==> config.mk <==
export PLATFORM = sky130hd
export DESIGN_NAME = integer_alu_issue
export DESIGN_NICKNAME = d
export VERILOG_FILES = /design/src/rtl/integer_alu_issue_pkg.sv /design/src/rtl/integer_alu_issue_alu_decode.sv /design/src/rtl/integer_alu_issue.sv
export SDC_FILE = /design/constraint.sdc
export NUM_CORES = 1
export LEC_CHECK = 0
export ABC_AREA = 1
export BUFFER_PORTS_ARGS = -buffer_cell sky130_fd_sc_hd__buf_2
export CORE_ASPECT_RATIO = 0.6
export CORE_MARGIN = 3
export CORE_UTILIZATION = 41
export DETAILED_ROUTE_END_ITERATION = 10
export PLACE_DENSITY_LB_ADDON = 0.3
export SYNTH_ARGS = -nofsm -noshare
export SYNTH_HDL_FRONTEND = slang
export SYNTH_SLANG_ARGS = --single-unit
==> constraint.sdc <==
create_clock -name CLK -period 10.2 [get_ports CLK]
set_clock_uncertainty 0.15 [all_clocks]
set_input_delay 1.02 -clock CLK [delete_from_list [all_inputs] [get_ports CLK]]
set_output_delay 1.02 -clock CLK [all_outputs]
set_load 0.01 [all_outputs]
==> src/rtl/integer_alu_issue_pkg.sv <==
// Shared constants and types for the integer ALU issue stage and the ALU.
package integer_alu_issue_pkg;

  localparam int unsigned XLEN     = 32;
  localparam int unsigned ALU_OP_W = 4;
  localparam int unsigned RD_W     = 5;

  // ALU operation codes; bit 0 only distinguishes add/sub and srl/sra.
  localparam logic [ALU_OP_W-1:0] ALU_ADD  = 4'b0000;
  localparam logic [ALU_OP_W-1:0] ALU_SUB  = 4'b0001;
  localparam logic [ALU_OP_W-1:0] ALU_SLL  = 4'b0010;
  localparam logic [ALU_OP_W-1:0] ALU_SLT  = 4'b0100;
  localparam logic [ALU_OP_W-1:0] ALU_SLTU = 4'b0110;
  localparam logic [ALU_OP_W-1:0] ALU_XOR  = 4'b1000;
  localparam logic [ALU_OP_W-1:0] ALU_SRL  = 4'b1010;
  localparam logic [ALU_OP_W-1:0] ALU_SRA  = 4'b1011;
  localparam logic [ALU_OP_W-1:0] ALU_OR   = 4'b1100;
  localparam logic [ALU_OP_W-1:0] ALU_AND  = 4'b1110;

  // RV32I major opcodes handled by this stage.
  localparam logic [6:0] OPC_OP    = 7'b0110011;
  localparam logic [6:0] OPC_OPIMM = 7'b0010011;

  typedef enum logic [1:0] {
    ST_EMPTY = 2'd0,
    ST_ONE   = 2'd1,
    ST_TWO   = 2'd2
  } buf_state_e;

  // Fully decoded entry as stored in the skid buffer.
  typedef struct packed {
    logic [ALU_OP_W-1:0] op;
    logic [XLEN-1:0]     a;
    logic [XLEN-1:0]     b;
    logic [RD_W-1:0]     rd;
    logic                we;
    logic                illegal;
  } issue_entry_t;

endpackage

==> src/rtl/integer_alu_issue_alu_decode.sv <==
// Combinational decode of an RV32I OP / OP-IMM instruction into ALU fields.
module alu_decode
  import integer_alu_issue_pkg::*;
(
  input  logic [31:0]   inst,
  input  logic [XLEN-1:0] rs1_data,
  input  logic [XLEN-1:0] rs2_data,
  output issue_entry_t  entry_c
);

  logic [6:0] opcode;
  logic [2:0] funct3;
  logic [6:0] funct7;
  logic       op_b;
  logic       illegal;
  logic       unused_rs1_field;

  assign opcode = inst[6:0];
  assign funct3 = inst[14:12];
  assign funct7 = inst[31:25];

  // Register file already resolved rs1; the field itself is not needed here.
  assign unused_rs1_field = ^inst[19:15];

  // Operation, operand B and legality per major opcode.
  always_comb begin
    entry_c = '0;
    op_b    = 1'b0;
    illegal = 1'b0;
    entry_c.b = rs2_data;
    case (opcode)
      OPC_OP: begin
        op_b = inst[30];
        if (funct7 != 7'b0000000 && funct7 != 7'b0100000) illegal = 1'b1;
        if (funct7 == 7'b0100000 && funct3 != 3'b000 && funct3 != 3'b101) illegal = 1'b1;
      end
      OPC_OPIMM: begin
        if (funct3 == 3'b001 || funct3 == 3'b101) begin
          entry_c.b = XLEN'(inst[24:20]);
        end else begin
          entry_c.b = XLEN'(signed'(inst[31:20]));
        end
        // Only shifts use inst[30]; otherwise ADDI with imm[10] set would become sub.
        if (funct3 == 3'b101) op_b = inst[30];
        if (funct3 == 3'b001 && funct7 != 7'b0000000) illegal = 1'b1;
        if (funct3 == 3'b101 && funct7 != 7'b0000000 && funct7 != 7'b0100000) illegal = 1'b1;
      end
      default: illegal = 1'b1;
    endcase
    entry_c.op      = {funct3, op_b};
    entry_c.a       = rs1_data;
    entry_c.rd      = inst[11:7];
    entry_c.illegal = illegal;
    entry_c.we      = !illegal && (inst[11:7] != 5'd0);
  end

endmodule

==> src/rtl/integer_alu_issue.sv <==
// Issue stage: decode ahead of a 2-entry skid buffer feeding the integer ALU.
module integer_alu_issue
  import integer_alu_issue_pkg::*;
#(
  parameter int unsigned WIDTH = 32
) (
  input  logic             CLK,
  input  logic             RST,
  input  logic             FLUSH,
  input  logic             IN_VALID,
  output logic             IN_READY,
  input  logic [31:0]      INST,
  input  logic [WIDTH-1:0] RS1_DATA,
  input  logic [WIDTH-1:0] RS2_DATA,
  output logic             OUT_VALID,
  input  logic             OUT_READY,
  output logic [3:0]       OUT_OP,
  output logic [WIDTH-1:0] OUT_A,
  output logic [WIDTH-1:0] OUT_B,
  output logic [4:0]       OUT_RD,
  output logic             OUT_WE,
  output logic             OUT_ILLEGAL
);

  buf_state_e   state_q, state_d;
  issue_entry_t main_q, main_d;
  issue_entry_t skid_q, skid_d;
  issue_entry_t dec_entry;
  logic         in_ready_q, in_ready_d;
  logic         out_valid_q, out_valid_d;
  logic         acc;
  logic         pop;

  alu_decode u_decode (
    .inst     (INST),
    .rs1_data (RS1_DATA),
    .rs2_data (RS2_DATA),
    .entry_c  (dec_entry)
  );

  // Buffer FSM: next state, entry movement and registered handshake flags.
  always_comb begin
    state_d = state_q;
    main_d  = main_q;
    skid_d  = skid_q;
    acc     = IN_VALID && in_ready_q;
    pop     = out_valid_q && OUT_READY;
    if (FLUSH) begin
      state_d = ST_EMPTY;
    end else begin
      case (state_q)
        ST_EMPTY: begin
          if (acc) begin
            main_d  = dec_entry;
            state_d = ST_ONE;
          end
        end
        ST_ONE: begin
          if (acc && pop) begin
            main_d = dec_entry;
          end else if (acc) begin
            skid_d  = dec_entry;
            state_d = ST_TWO;
          end else if (pop) begin
            state_d = ST_EMPTY;
          end
        end
        ST_TWO: begin
          if (pop) begin
            main_d  = skid_q;
            state_d = ST_ONE;
          end
        end
        default: state_d = ST_EMPTY;
      endcase
    end
    in_ready_d  = (state_d != ST_TWO);
    out_valid_d = (state_d != ST_EMPTY);
  end

  // State and entry registers.
  always_ff @(posedge CLK or posedge RST) begin
    if (RST) begin
      state_q     <= ST_EMPTY;
      main_q      <= '0;
      skid_q      <= '0;
      in_ready_q  <= 1'b1;
      out_valid_q <= 1'b0;
    end else begin
      state_q     <= state_d;
      main_q      <= main_d;
      skid_q      <= skid_d;
      in_ready_q  <= in_ready_d;
      out_valid_q <= out_valid_d;
    end
  end

  assign IN_READY    = in_ready_q;
  assign OUT_VALID   = out_valid_q;
  assign OUT_OP      = main_q.op;
  assign OUT_A       = main_q.a;
  assign OUT_B       = main_q.b;
  assign OUT_RD      = main_q.rd;
  assign OUT_WE      = main_q.we;
  assign OUT_ILLEGAL = main_q.illegal;

endmodule

Word-level counts from Yosys, hierarchy flattened
Index checks and enable logic that the tools add are counted.

Register bits after elaboration: 154. Output and inout bits: 77.

Equal/unequal tests: 13. Mux-type cells: 20. Bitwise gates (word level): 2. Reduce and logical (&&, ||, !) cells: 20.

Operators with widths (number): 75-bit 2-to-1 mux (3); 75-bit one-hot mux with 3 select lines (1); 32-bit 2-to-1 mux (2); 7-bit by 6-bit equality test with 1-bit output, second input constant (2); 2-bit 2-to-1 mux (6); 1-bit logical AND (10); 2-bit != test, second input constant (4); 7-bit by 5-bit equality test with 1-bit output, second input constant (1); 7-bit by 6-bit != test with 1-bit output, second input constant (1); 7-bit nonzero test (1); 2-bit one-hot mux with 3 select lines (1); 3-bit nonzero test (2); 1-bit 2-to-1 mux (5); 5-bit AND reduction (1); 5-bit nonzero test (1); 1-bit one-hot mux with 2 select lines (2); 4-bit AND reduction (1); 3-bit by 1-bit equality test with 1-bit output, second input constant (1); 3-bit equality test, second input constant (1); 3-bit != test, second input constant (1); 2-bit by 1-bit equality test with 1-bit output, second input constant (1); 2-bit equality test, second input constant (1); 2-bit zero test (1); 1-bit NOT (2); other kinds (3) (3).

Longest topological paths before layout
Gate-level depths: netlist (run 1).

Depth after elaboration: 9. Gate-level depth with buffers: 11.

By module
A second synthesis (run 1) with hierarchy kept.

Cells, all modules: 1089. Area total of the unflattened synthesis: 8089.0 um^2.

By module, submodules not included: integer_alu_issue (instances 1, cells each 930, area an instance 7216.9 um^2, sequential area each 3854.9 um^2); alu_decode (instances 1, cells each 159, area an instance 872.1 um^2, sequential area each 0.0 um^2).

Worst setup path before layout (run 1)
OpenSTA, ideal clock, no wires.

Path type: input to register. From: in INST[5]. To: reg main_q (netlist bit OUT_B[5]). Library setup time: 0.124 ns. Arrival: 1.898 ns. Required time: 9.926 ns. Slack: 8.028 ns. Stages: 9. Path buffers: 1. Path through: nor2_1 -> nand2_1 -> nor2_4 -> buf_2 -> nand2_1 -> o21ai_0 -> nand2_1 -> o211ai_1 -> nand2_1.

Word-level cells in the longest chain between the ends: 4.

Ends and longest elaborated chain: from (decl) (line integer_alu_issue.sv:12) `input logic [31:0] INST,`; 7-bit by 5-bit equality test with 1-bit output * (line integer_alu_issue_alu_decode.sv:31) `case (opcode)`; 32-bit 2-to-1 mux * (line integer_alu_issue_alu_decode.sv:31); 75-bit 2-to-1 mux, on equally long branches (line integer_alu_issue.sv:59, integer_alu_issue.sv:53); 75-bit one-hot mux with 3 select lines * (line integer_alu_issue.sv:51) `case (state_q)`; to (signal assigned) (line integer_alu_issue.sv:91) `main_q <= main_d;`; to (decl) (line integer_alu_issue.sv:26) `issue_entry_t main_q, main_d;`.

Every way passes the cells marked *; elsewhere a longest branch is shown, timed or not. The select of a mux whose other input is x is not followed. A chain may end at the register's enable or synchronous reset.

Worst setup path in the final report (run 1)
From: in INST[5]. To: reg main_q (netlist bit OUT_B[26]).

The elaborated chain is that of the path after synthesis.

==> results of run 1 <==
[final cells by class]
class,instances,area share
clock buffers,20,0.0526
clock inverters,12,0.0223
inverters,72,0.0324
multi-input cells,574,0.298
flip-flops and latches,154,0.454
well taps,228,0.0336
repair buffers,178,0.107
[worst max path at each step]
stage               depth (start not counted)        end  slack, ps
detailed placement                          8  OUT_B[26]       7090
finish                                      8  OUT_B[26]       7490
global placement                            8  OUT_B[18]       7140
global route                                8  OUT_B[21]       7300
floorplan                                   1   OUT_A[0]       4880
CTS                                         8  OUT_B[26]       7530
[stage by stage]
stage / util / instance area, um^2 / cells / hold slack (ps) / setup WS (ps)
6_report: 0.518 / 8490 / 1238 / 327 / 7490
5_1_grt: 0.518 / 8490 / 1238 / 349 / 7300
4_1_cts: 0.518 / 8490 / 1238 / 330 / 7530
3_5_place_dp: 0.479 / 7850 / 1206 / 312 / 7090
3_3_place_gp: 0.479 / 7850 / 1206 / 308 / 7140
2_1_floorplan: - / 6920 / 852 / 294 / 4880
[worst max-delay path, delay by kind of cell]
kind                   cells  cell delay [ps]
AOI/OAI and AO/OA          1              170
buffers and inverters      1              110
and+or+nand+nor            6             1580
[power by group]
| group | internal, mW | switching, mW | leakage [nW] |
|---|---|---|---|
| logic | 0.257 | 0.391 | 2.10 |
| registers | 0.905 | 0.141 | 1.88 |
| clock network | 0.421 | 0.260 | 0.299 |
| total | 1.58 | 0.792 | 4.28 |
[layer usage]
layer,vias up,GRT usage
li1,3004,-
met1,2753,0.293
met2,191,0.260
met3,16,0.0495
met4,2,0.0442
met5,-,0
[logic make-up after synthesis]
family	synth area share
AND/OR/NAND/NOR	0.197
AO/OA/AOI/OAI	0.168
flip-flops	0.557
buffers and inverters	0.0788
[state kept, by name, summed over array words and instances, names as in the netlist]
register and count:
OUT_A 32, OUT_OP 4, OUT_RD 5, OUT_WE 1, OUT_VALID 1, OUT_ILLEGAL 1
IN_READY 1, state_q 2, OUT_B 32, skid_q 75
[placed cells by master (no fill, tap or decap)]
cell type	count
nand2_1	276
o21ai_0	190
buf_2	172
dfrtp_1	153
inv_1	68
nor2_1	53
o21ai_1	21
clkbuf_16	17
a31oi_1	11
nand3_1	8
buf_4	6
o211ai_1	4
bufinv_16	4
inv_2	3
inv_6	3
clkinvlp_4	3
nor2_4	2
or2_2	2
nand4_1	2
clkinv_4	2
clkbuf_1	2
dfstp_2	1
nor4_4	1
nand3_2	1
a21oi_1	1
nand2_4	1
nand3b_1	1
inv_8	1
clkbuf_8	1
==> summary.txt, run 1 <==
Total number of nets in the final design: 1098
Cell type with the highest aggregate area in the netlist: dfrtp_1
Cells along the critical path: buf_2 -> nor2_1 -> nand2_1 -> nor2_4 -> nand3_2 -> nand2_1 -> nor2_1 -> o21ai_1
Boundary Pins: 178
Max H-tree Level: 4
Top cells by area in the synthesized netlist: dfrtp_1 (55%), nand2_1 (15%), o21ai_0 (14%), inv_1 (3.7%), nor2_1 (2.9%)
Vias/cell: 4.82
Multi-input gate area: 2530 um^2
Worst Hold Class: reg -> reg
Sum of negative setup slack: 0 ps
Pwr Total: 2.38 mW
Placeable Area: 16400 um^2
Post-synth net total: 953
Number of warnings printed during yosys synthesis: 0
Critical path arrival: 2890 ps
Largest net degree at the start of global routing: 104
Worst max-slew margin expressed relative to the limit: 0.323
Launch instance of the worst min-delay path: OUT_A[27]
Depth of the worst hold-timing path: 2
Routability congestion estimate: 0.756
Unrepaired setup endpoints after global routing: no
Filler Cell Count: 1629
Global-route wire length before repair: 28.2 mm
Initial Util: 0.422
Clock transition time at the flip-flop clock pins of the worst setup and hold paths: 60 ps
Pwr per Cell Area: 280 nW/um^2
Outcome: finished clean
Seq. cell area: 3850 um^2
Total routing usage reported by global routing: 0.188
CTS max path bufs: 2
Register-to-register setup slack: 7690 ps
Width of the chip: 174 um
Post-synthesis cell count: 852
TritonCTS clock tree: done
Antenna Cells: 0
Met3 wirelength from detailed routing: 1.23 mm
Number of buffers inserted to repair setup after CTS: 0
Portion of the post-synthesis area used by sequential elements: 0.557
Number of gates resized after CTS: 0
Proportion of netlist area held by the largest area contributor: 0.553
Detail-routed net length per standard cell: 13.9 um
CTS sink cnt: 154
Sort of element at the start of the critical path: input pin
Number of antenna violations at the first check in global routing: 1
Post-route antenna net violation count: 0
Destination of the worst hold path: OUT_A[27]
GRT overflow: 0
Area growth from synthesis to final layout: 22.7%
Number of register bits inferred by synthesis: 154
Most frequent cell after synthesis: nand2_1
Synth async-reset ratio: 1.00
Startpoint of the most critical register-to-register path: state_q[1]
WL final: 17.3 mm
Sum of routed wire segments on met1: 8.82 mm
Routed via count: 5966
CP Data Required Time: 10390 ps
Highest ir drop seen on vdd: 127 uV
Clock tree root buffer cell: clkbuf_16
Dominant register cell in the synthesized netlist: dfrtp_1
Slowest library cell on the worst path: nand3_2
Depth of the most critical reg-to-reg path: 7
Number of DRC violations after detailed routing: 0
Overall die height: 107 um
Number of flops mapped to enable cells by yosys: 0
Distinct cells, synth: 24
Number of DRC violations after detailed-routing iteration 0: 449
Top cell types by occurrence after synthesis: nand2_1 (276), o21ai_0 (190), dfrtp_1 (153), inv_1 (69), nor2_1 (54)
Floorplan row count: 36
Transition time of the tightest slew-check pin: 1020 ps
DPL Wire Length: 10.9 mm
Final number of hold-violating endpoints: 0
Layout cells sized above 1: 0.218
Delay of the slowest cell on the worst path: 610 ps
Min Tclk post-route: 2710 ps
Netlist area before placement: 6920 um^2
Pins over their slew limit: 0
Post-route fraction of the period consumed by the critical path: 0.265
Static Leakage: 4.28 nW
Syn_area_per_cell: 8.12 um^2
Type of the worst setup path: in -> reg
Worst-path fanout max: 26
Met2 wire length: 7.00 mm
Die area: 18500 um^2
Number of global-route vias before repair: 5446
Worst-Skew Late Latency: 420 ps
Count of input and output buffers: 172
Critical Path Sink Type: register
Highest metal layer with signal wires: met5
Final setup violation count: 0
Detailed-routing iteration count for the pre-antenna-repair pass: 5
TritonCTS buffer count: 17
FF-to-FF End: OUT_RD[2]
Max Freq: 370 MHz
Max-cap violations: 0
Hold bufs inserted after CTS: 0
Critical path origin: INST[5]
Power figures use the tool's default switching activity.
==> inputs of run 2 (changes only) <==
--- a/config.mk
+++ b/config.mk
@@ -5,7 +5,7 @@
 export SDC_FILE = /design/constraint.sdc
 export NUM_CORES = 1
 export LEC_CHECK = 0
-export ABC_AREA = 1
+export ABC_AREA = 0
 export BUFFER_PORTS_ARGS = -buffer_cell sky130_fd_sc_hd__buf_2
 export CORE_ASPECT_RATIO = 0.6
 export CORE_MARGIN = 3
==> constraint.sdc (replaced) <==
create_clock -name CLK -period 2.6 [get_ports CLK]
set_clock_uncertainty 0.15 [all_clocks]
set_input_delay 0.26 -clock CLK [delete_from_list [all_inputs] [get_ports CLK]]
set_output_delay 0.26 -clock CLK [all_outputs]
set_load 0.01 [all_outputs]
==> run 2 against run 1 <==
  * Clock power rose to 3.6 times the previous value
  * Power rose to 3.4 times the previous value
  * Hold slack got worse by 300 ps
  * Wire length rose by 1.4%
  * Critical path depth fell by 3
  * Non-clock buffer count rose by 72
  * Worst setup slack got worse by 7000 ps
  * Sequential power rose to 3.5 times the previous value
  * Utilization rose by 4.3 points
  * Register-to-register slack got worse by 7200 ps
  * Cell area rose by 8.0%
  * Count of clock-buffer cells in the layout did not move
  * Critical path type is now reg -> reg
  * Highest routed layer is now met4
==> summary.txt, run 2 <==
Sum of negative setup slack: 0 ps
DPL Wire Length: 11.1 mm
Worst-Skew Late Latency: 410 ps
Critical Path Sink Type: register
Startpoint of the most critical register-to-register path: IN_READY
Max-cap violations: 0
Static Leakage: 4.29 nW
Area growth from synthesis to final layout: 32.9%
XOR/XNOR Fraction of Synth Area: 0.00127
Distinct cells, synth: 39
Number of warnings printed during yosys synthesis: 0
Type of the worst setup path: reg -> reg
Placed cell count: 1023
Netlist area before placement: 6900 um^2
Fraction of the mapped netlist area in compound gates: 0.165
Number of global-route vias before repair: 5588
WL final: 17.5 mm
Launch instance of the worst min-delay path: RS2_DATA[9]
Top cells by area in the synthesized netlist: dfrtp_1 (55%), nand2_1 (8.3%), mux2_2 (6.4%), a31oi_1 (3.8%), o211ai_2 (3.6%)
Pwr per Cell Area: 891 nW/um^2
Max Freq: 480 MHz
Initial Util: 0.422
Die area: 18500 um^2
Pins over their slew limit: 0
Worst-path fanout max: 30
CP Data Required Time: 2750 ps
Area share of fa/ha/maj cells after synthesis: 0
Final setup violation count: 0
Highest ir drop seen on vdd: 396 uV
Post-route antenna net violation count: 0
Top cell types by occurrence after synthesis: dfrtp_1 (153), nand2_1 (153), nor2_1 (43), a31oi_1 (42), mux2_2 (39)
Number of antenna violations at the first check in global routing: 0
Number of DRC violations after detailed-routing iteration 0: 307
Dominant register cell in the synthesized netlist: dfrtp_1
CTS max path bufs: 2
Most frequent standard cell in the layout excluding fill and tap cells: buf_2
Antenna Cells: 0
TritonCTS clock tree: done
Worst Hold Class: in -> reg
Final number of hold-violating endpoints: 0
Commonest cells after routing, fill and taps aside: buf_2 (172), dfrtp_1 (153), nand2_1 (152)
Placeable Area: 16400 um^2
Boundary Pins: 178
Transition time of the tightest slew-check pin: 533 ps
Total number of nets in the final design: 980
Critical path origin: IN_READY
Final core utilization: 0.561
Post-synth net total: 761
Portion of the post-synthesis area used by sequential elements: 0.558
Proportion of netlist area held by the largest area contributor: 0.555
Number of flops mapped to enable cells by yosys: 0
Unrepaired setup endpoints after global routing: no
Overall die height: 107 um
Combinational family with the most area after synthesis: compound AO/OA/AOI/OAI gates
Sort of element at the start of the critical path: register
Max H-tree Level: 4
Width of the chip: 174 um
Count of input and output buffers: 172
Cell type with the highest aggregate area in the netlist: dfrtp_1
Post-route fraction of the period consumed by the critical path: 0.802
Global-route wire length before repair: 29.2 mm
Floorplan row count: 36
Clock transition time at the flip-flop clock pins of the worst setup and hold paths: 70 ps
Number of register bits inferred by synthesis: 154
Min Tclk post-route: 2080 ps
Number of gates resized after CTS: 0
Pwr Total: 8.17 mW
Worst hold slack: 26.5 ps
Number of DRC violations after detailed routing: 0
Filler Cell Count: 1462
Routed via count: 5580
GRT overflow: 0
Register-to-register setup slack: 520 ps
Register with the most flip-flops: skid_q
Detailed-routing iteration count for the pre-antenna-repair pass: 4
Routability congestion estimate: 0.772
Clock tree root buffer cell: clkbuf_16
TritonCTS buffer count: 17
Worst max-slew margin expressed relative to the limit: 0.645
Post-route non-filler standard cell count: 1120
CTS sink cnt: 154
Vias/cell: 4.98
Post-synthesis cell count: 660
Total routing usage reported by global routing: 0.196
Synth async-reset ratio: 1.00
Layout cells sized above 1: 0.346
Largest net degree at the start of global routing: 83
Number of flip-flops under the largest register name: 75
Synth Area in Simple Gates: 0.158
Syn_area_per_cell: 10.5 um^2
Detail-routed net length per standard cell: 15.6 um
Outcome: finished clean
Multiplexer share of the synthesized area: 0.0709
Critical path arrival: 2230 ps
## run 2: changes by cell type after synthesis, moves of 6 or more
cell | previous run | this run
o21ai_0 | 190 | 18
buf_2 | 25 | 18
and3_1 | 0 | 6
inv_1 | 69 | 4
o211ai_2 | 0 | 20
a21oi_2 | 0 | 20
a31oi_1 | 11 | 42
nand3_1 | 8 | 36
a21oi_1 | 1 | 12
mux2_2 | 0 | 39
o211ai_1 | 4 | 14
nand2_1 | 276 | 153
nor2_1 | 54 | 43
## run 2: cell families (layout without fill, tap and decap cells)
logic type | after synthesis | after routing
and+or+nand+nor | 253 | 253
AOI/OAI and AO/OA | 154 | 154
DFF | 154 | 154
buffers and inverters | 54 | 286
muxes | 44 | 44
xor gates and xnor gates | 1 | 1
## run 2: routing by layer
layer | vias to the layer above | GRT usage | part of all wire
met4 | 0 | 0.0439 | 0.0025
met1 | 2706 | 0.277 | 0.49
met5 | - | 0 | 0
li1 | 2753 | - | -
met2 | 119 | 0.310 | 0.46
met3 | 2 | 0.0450 | 0.044
## run 2: final timing paths
kind | end | cells past startpoint
min in group asynchronous | OUT_B[4] | 4
setup / recovery | skid_q[53] | 5
hold / removal | skid_q[16] | 3
setup reg to reg | skid_q[53] | 5
hold reg to reg | skid_q[17] | 2
max in group asynchronous | skid_q[72] | 4
## run 2: cell type report
type                    instances  area (um^2)  area share
flip-flops and latches        154         3850       0.420
clock inverters                12          129      0.0140
well taps                     228          285      0.0311
inverters                       4         18.8     0.00205
repair buffers                250         1680       0.184
multi-input cells             452         2740       0.299
clock buffers                  20          457      0.0498
## run 2: metrics by stage
| stage | cell area [um^2] | setup WS [ps] |
|---|---|---|
| global route | 9170 | 352 |
| finish | 9170 | 515 |
| CTS | 9170 | 511 |
| floorplan | 6910 | 246 |
| detailed placement | 7940 | 512 |
| global placement | 7940 | 530 |
## run 2: power breakdown
| group | switching (mW) | internal, mW |
|---|---|---|
| clock network | 1.04 | 1.40 |
| registers | 0.445 | 3.27 |
| logic | 1.03 | 0.975 |
| total | 2.52 | 5.65 |
## run 2: what timing repair did
item / 4_1_cts / 5_1_grt
hold buffers: 65 / 0
endpoints found under the setup margin: 0 / 0
buffers inserted: 0 / 0
endpoints found under the hold margin: 267 / 0
## run 2: critical path, stage by stage, from the launching register on
cell and delay, ps:
dfstp_2 540, and3b_1 250, and2_1 210, nand2_4 230, buf_12 280, mux2_2 290
==> inputs of run 3 (changes only) <==
==> constraint.sdc (replaced) <==
create_clock -name CLK -period 2.2 [get_ports CLK]
set_clock_uncertainty 0.15 [all_clocks]
set_input_delay 0.22 -clock CLK [delete_from_list [all_inputs] [get_ports CLK]]
set_output_delay 0.22 -clock CLK [all_outputs]
set_load 0.01 [all_outputs]
==> run 3 against run 2 <==
  * Flip-flop and latch count stayed put
  * Worst setup slack lost 350 ps
  * First-iteration DRC count rose by 5.5%
  * Critical path type unchanged
  * Largest power group unchanged
  * Highest routed layer unchanged
==> summary.txt, run 3 (same netlist as run 2, synthesis figures left out) <==
Outcome: finished clean
Vias/cell: 4.91
Worst Hold Class: in -> reg
Commonest cells after routing, fill and taps aside: buf_2 (172), dfrtp_1 (153), nand2_1 (152)
TritonCTS clock tree: done
Total routing usage reported by global routing: 0.198
Layout cells sized above 1: 0.342
Final setup violation count: 0
Cells along the critical path: and3b_1 -> and2_1 -> nand2_4 -> buf_4 -> mux2_2
Number of DRC violations after detailed-routing iteration 0: 324
Worst max-slew margin expressed relative to the limit: 0.644
Die area: 18500 um^2
Routed via count: 5571
WL final: 17.7 mm
Post-route antenna net violation count: 0
Floorplan row count: 36
Total number of nets in the final design: 995
Final number of hold-violating endpoints: 0
Family with the most delay on the worst path: simple AND/OR/NAND/NOR gates
Post-route non-filler standard cell count: 1135
Placeable Area: 16400 um^2
TritonCTS buffer count: 17
Most frequent standard cell in the layout excluding fill and tap cells: buf_2
Sort of element at the start of the critical path: register
Type of the worst setup path: reg -> reg
Global-route wire length before repair: 29.7 mm
Post-route fraction of the period consumed by the critical path: 0.927
Sum of negative setup slack: 0 ps
Detail-routed net length per standard cell: 15.6 um
Register with the most flip-flops: skid_q
Transition time of the tightest slew-check pin: 534 ps
Worst-path fanout max: 31
CTS sink cnt: 154
Placed cell count: 1026
Overall die height: 107 um
Clock tree root buffer cell: clkbuf_16
Critical path buffers and inverters: 1
Critical Path Sink Type: register
Max Freq: 490 MHz
CTS max path bufs: 2
Static Leakage: 4.37 nW
Number of flip-flops under the largest register name: 75
Largest net degree at the start of global routing: 79
Min Tclk post-route: 2040 ps
Final Cell Area: 9350 um^2
Count of input and output buffers: 172
Routability congestion estimate: 0.771
Number of antenna violations at the first check in global routing: 0
Area growth from synthesis to final layout: 35.5%
GRT overflow: 0
Pwr Total: 9.72 mW
Clock transition time at the flip-flop clock pins of the worst setup and hold paths: 60 ps
Delay of the slowest cell on the worst path: 410 ps
Critical path arrival: 2170 ps
Width of the chip: 174 um
Detailed-routing iteration count for the pre-antenna-repair pass: 4
Antenna Cells: 0
CP Data Required Time: 2330 ps
Unrepaired setup endpoints after global routing: no
Worst hold slack: 7.80 ps
Number of DRC violations after detailed routing: 0
Highest ir drop seen on vdd: 461 uV
Pins over their slew limit: 0
Max-cap violations: 0
Pwr per Cell Area: 1040 nW/um^2
Post-place instance area: 8000 um^2
DPL Wire Length: 11.2 mm
Max H-tree Level: 4
Initial Util: 0.422
Boundary Pins: 178
Slowest library cell on the worst path: buf_4
Number of global-route vias before repair: 5684
Worst-Skew Late Latency: 410 ps
==> run 3: layer usage <==
metal  part of all wire  global-route usage  wire, um  up-vias
met5                  0                   0         0        -
met4             0.0041              0.0353        72        0
met3              0.035              0.0457       626        4
met2               0.45               0.304      7980      107
met1               0.51               0.291      9040     2690
li1                   -                   -         -     2770
==> run 3: through the flow <==
stage	utilization	worst slack (ps)
6_report	0.572	160
2_1_floorplan	-	-114
5_1_grt	0.572	72.6
3_3_place_gp	0.489	184
3_5_place_dp	0.489	155
4_1_cts	0.572	154
==> run 3: what timing repair did <==
item                      CTS  global route
gates resized for setup     0             0
buffers inserted            0             0
hold buffers               77             0
hold endpoints to repair  291             0
==> run 3: final timing paths <==
check | cells after the start | end | slack (ps) | start
setup / recovery | 5 | skid_q[60] | 160 | state_q[1]
hold / removal | 3 | OUT_B[4] | 8 | RS2_DATA[4]
setup reg to reg | 5 | skid_q[60] | 160 | state_q[1]
hold reg to reg | 2 | skid_q[71] | 330 | skid_q[71]
max in group asynchronous | 4 | skid_q[71] | 1190 | RST
min in group asynchronous | 4 | skid_q[63] | 360 | RST
==> run 3: layout make-up <==
cell class	instances	area (um^2)
Inverter	4	18.8
Sequential cell	154	3850
Fill cell	1441	7000
Timing Repair Buffer	265	1860
Clock buffer	21	450
Clock inverter	11	136
Tap cell	228	285
Multi-Input combinational cell	452	2740
==> run 3: worst reg2reg max path: cells and delay by family, from the launching register on <==
kind,cells,cell delay [ps]
multiplexers,1,400
flip-flops,1,400
buffers and inverters,1,410
AND/OR/NAND/NOR,3,560
==> run 3: power breakdown <==
group | leakage [nW] | switching [mW] | internal (mW)
Clock | 0.279 | 1.21 | 1.72
Combinational | 2.24 | 1.21 | 1.17
Sequential | 1.85 | 0.534 | 3.86
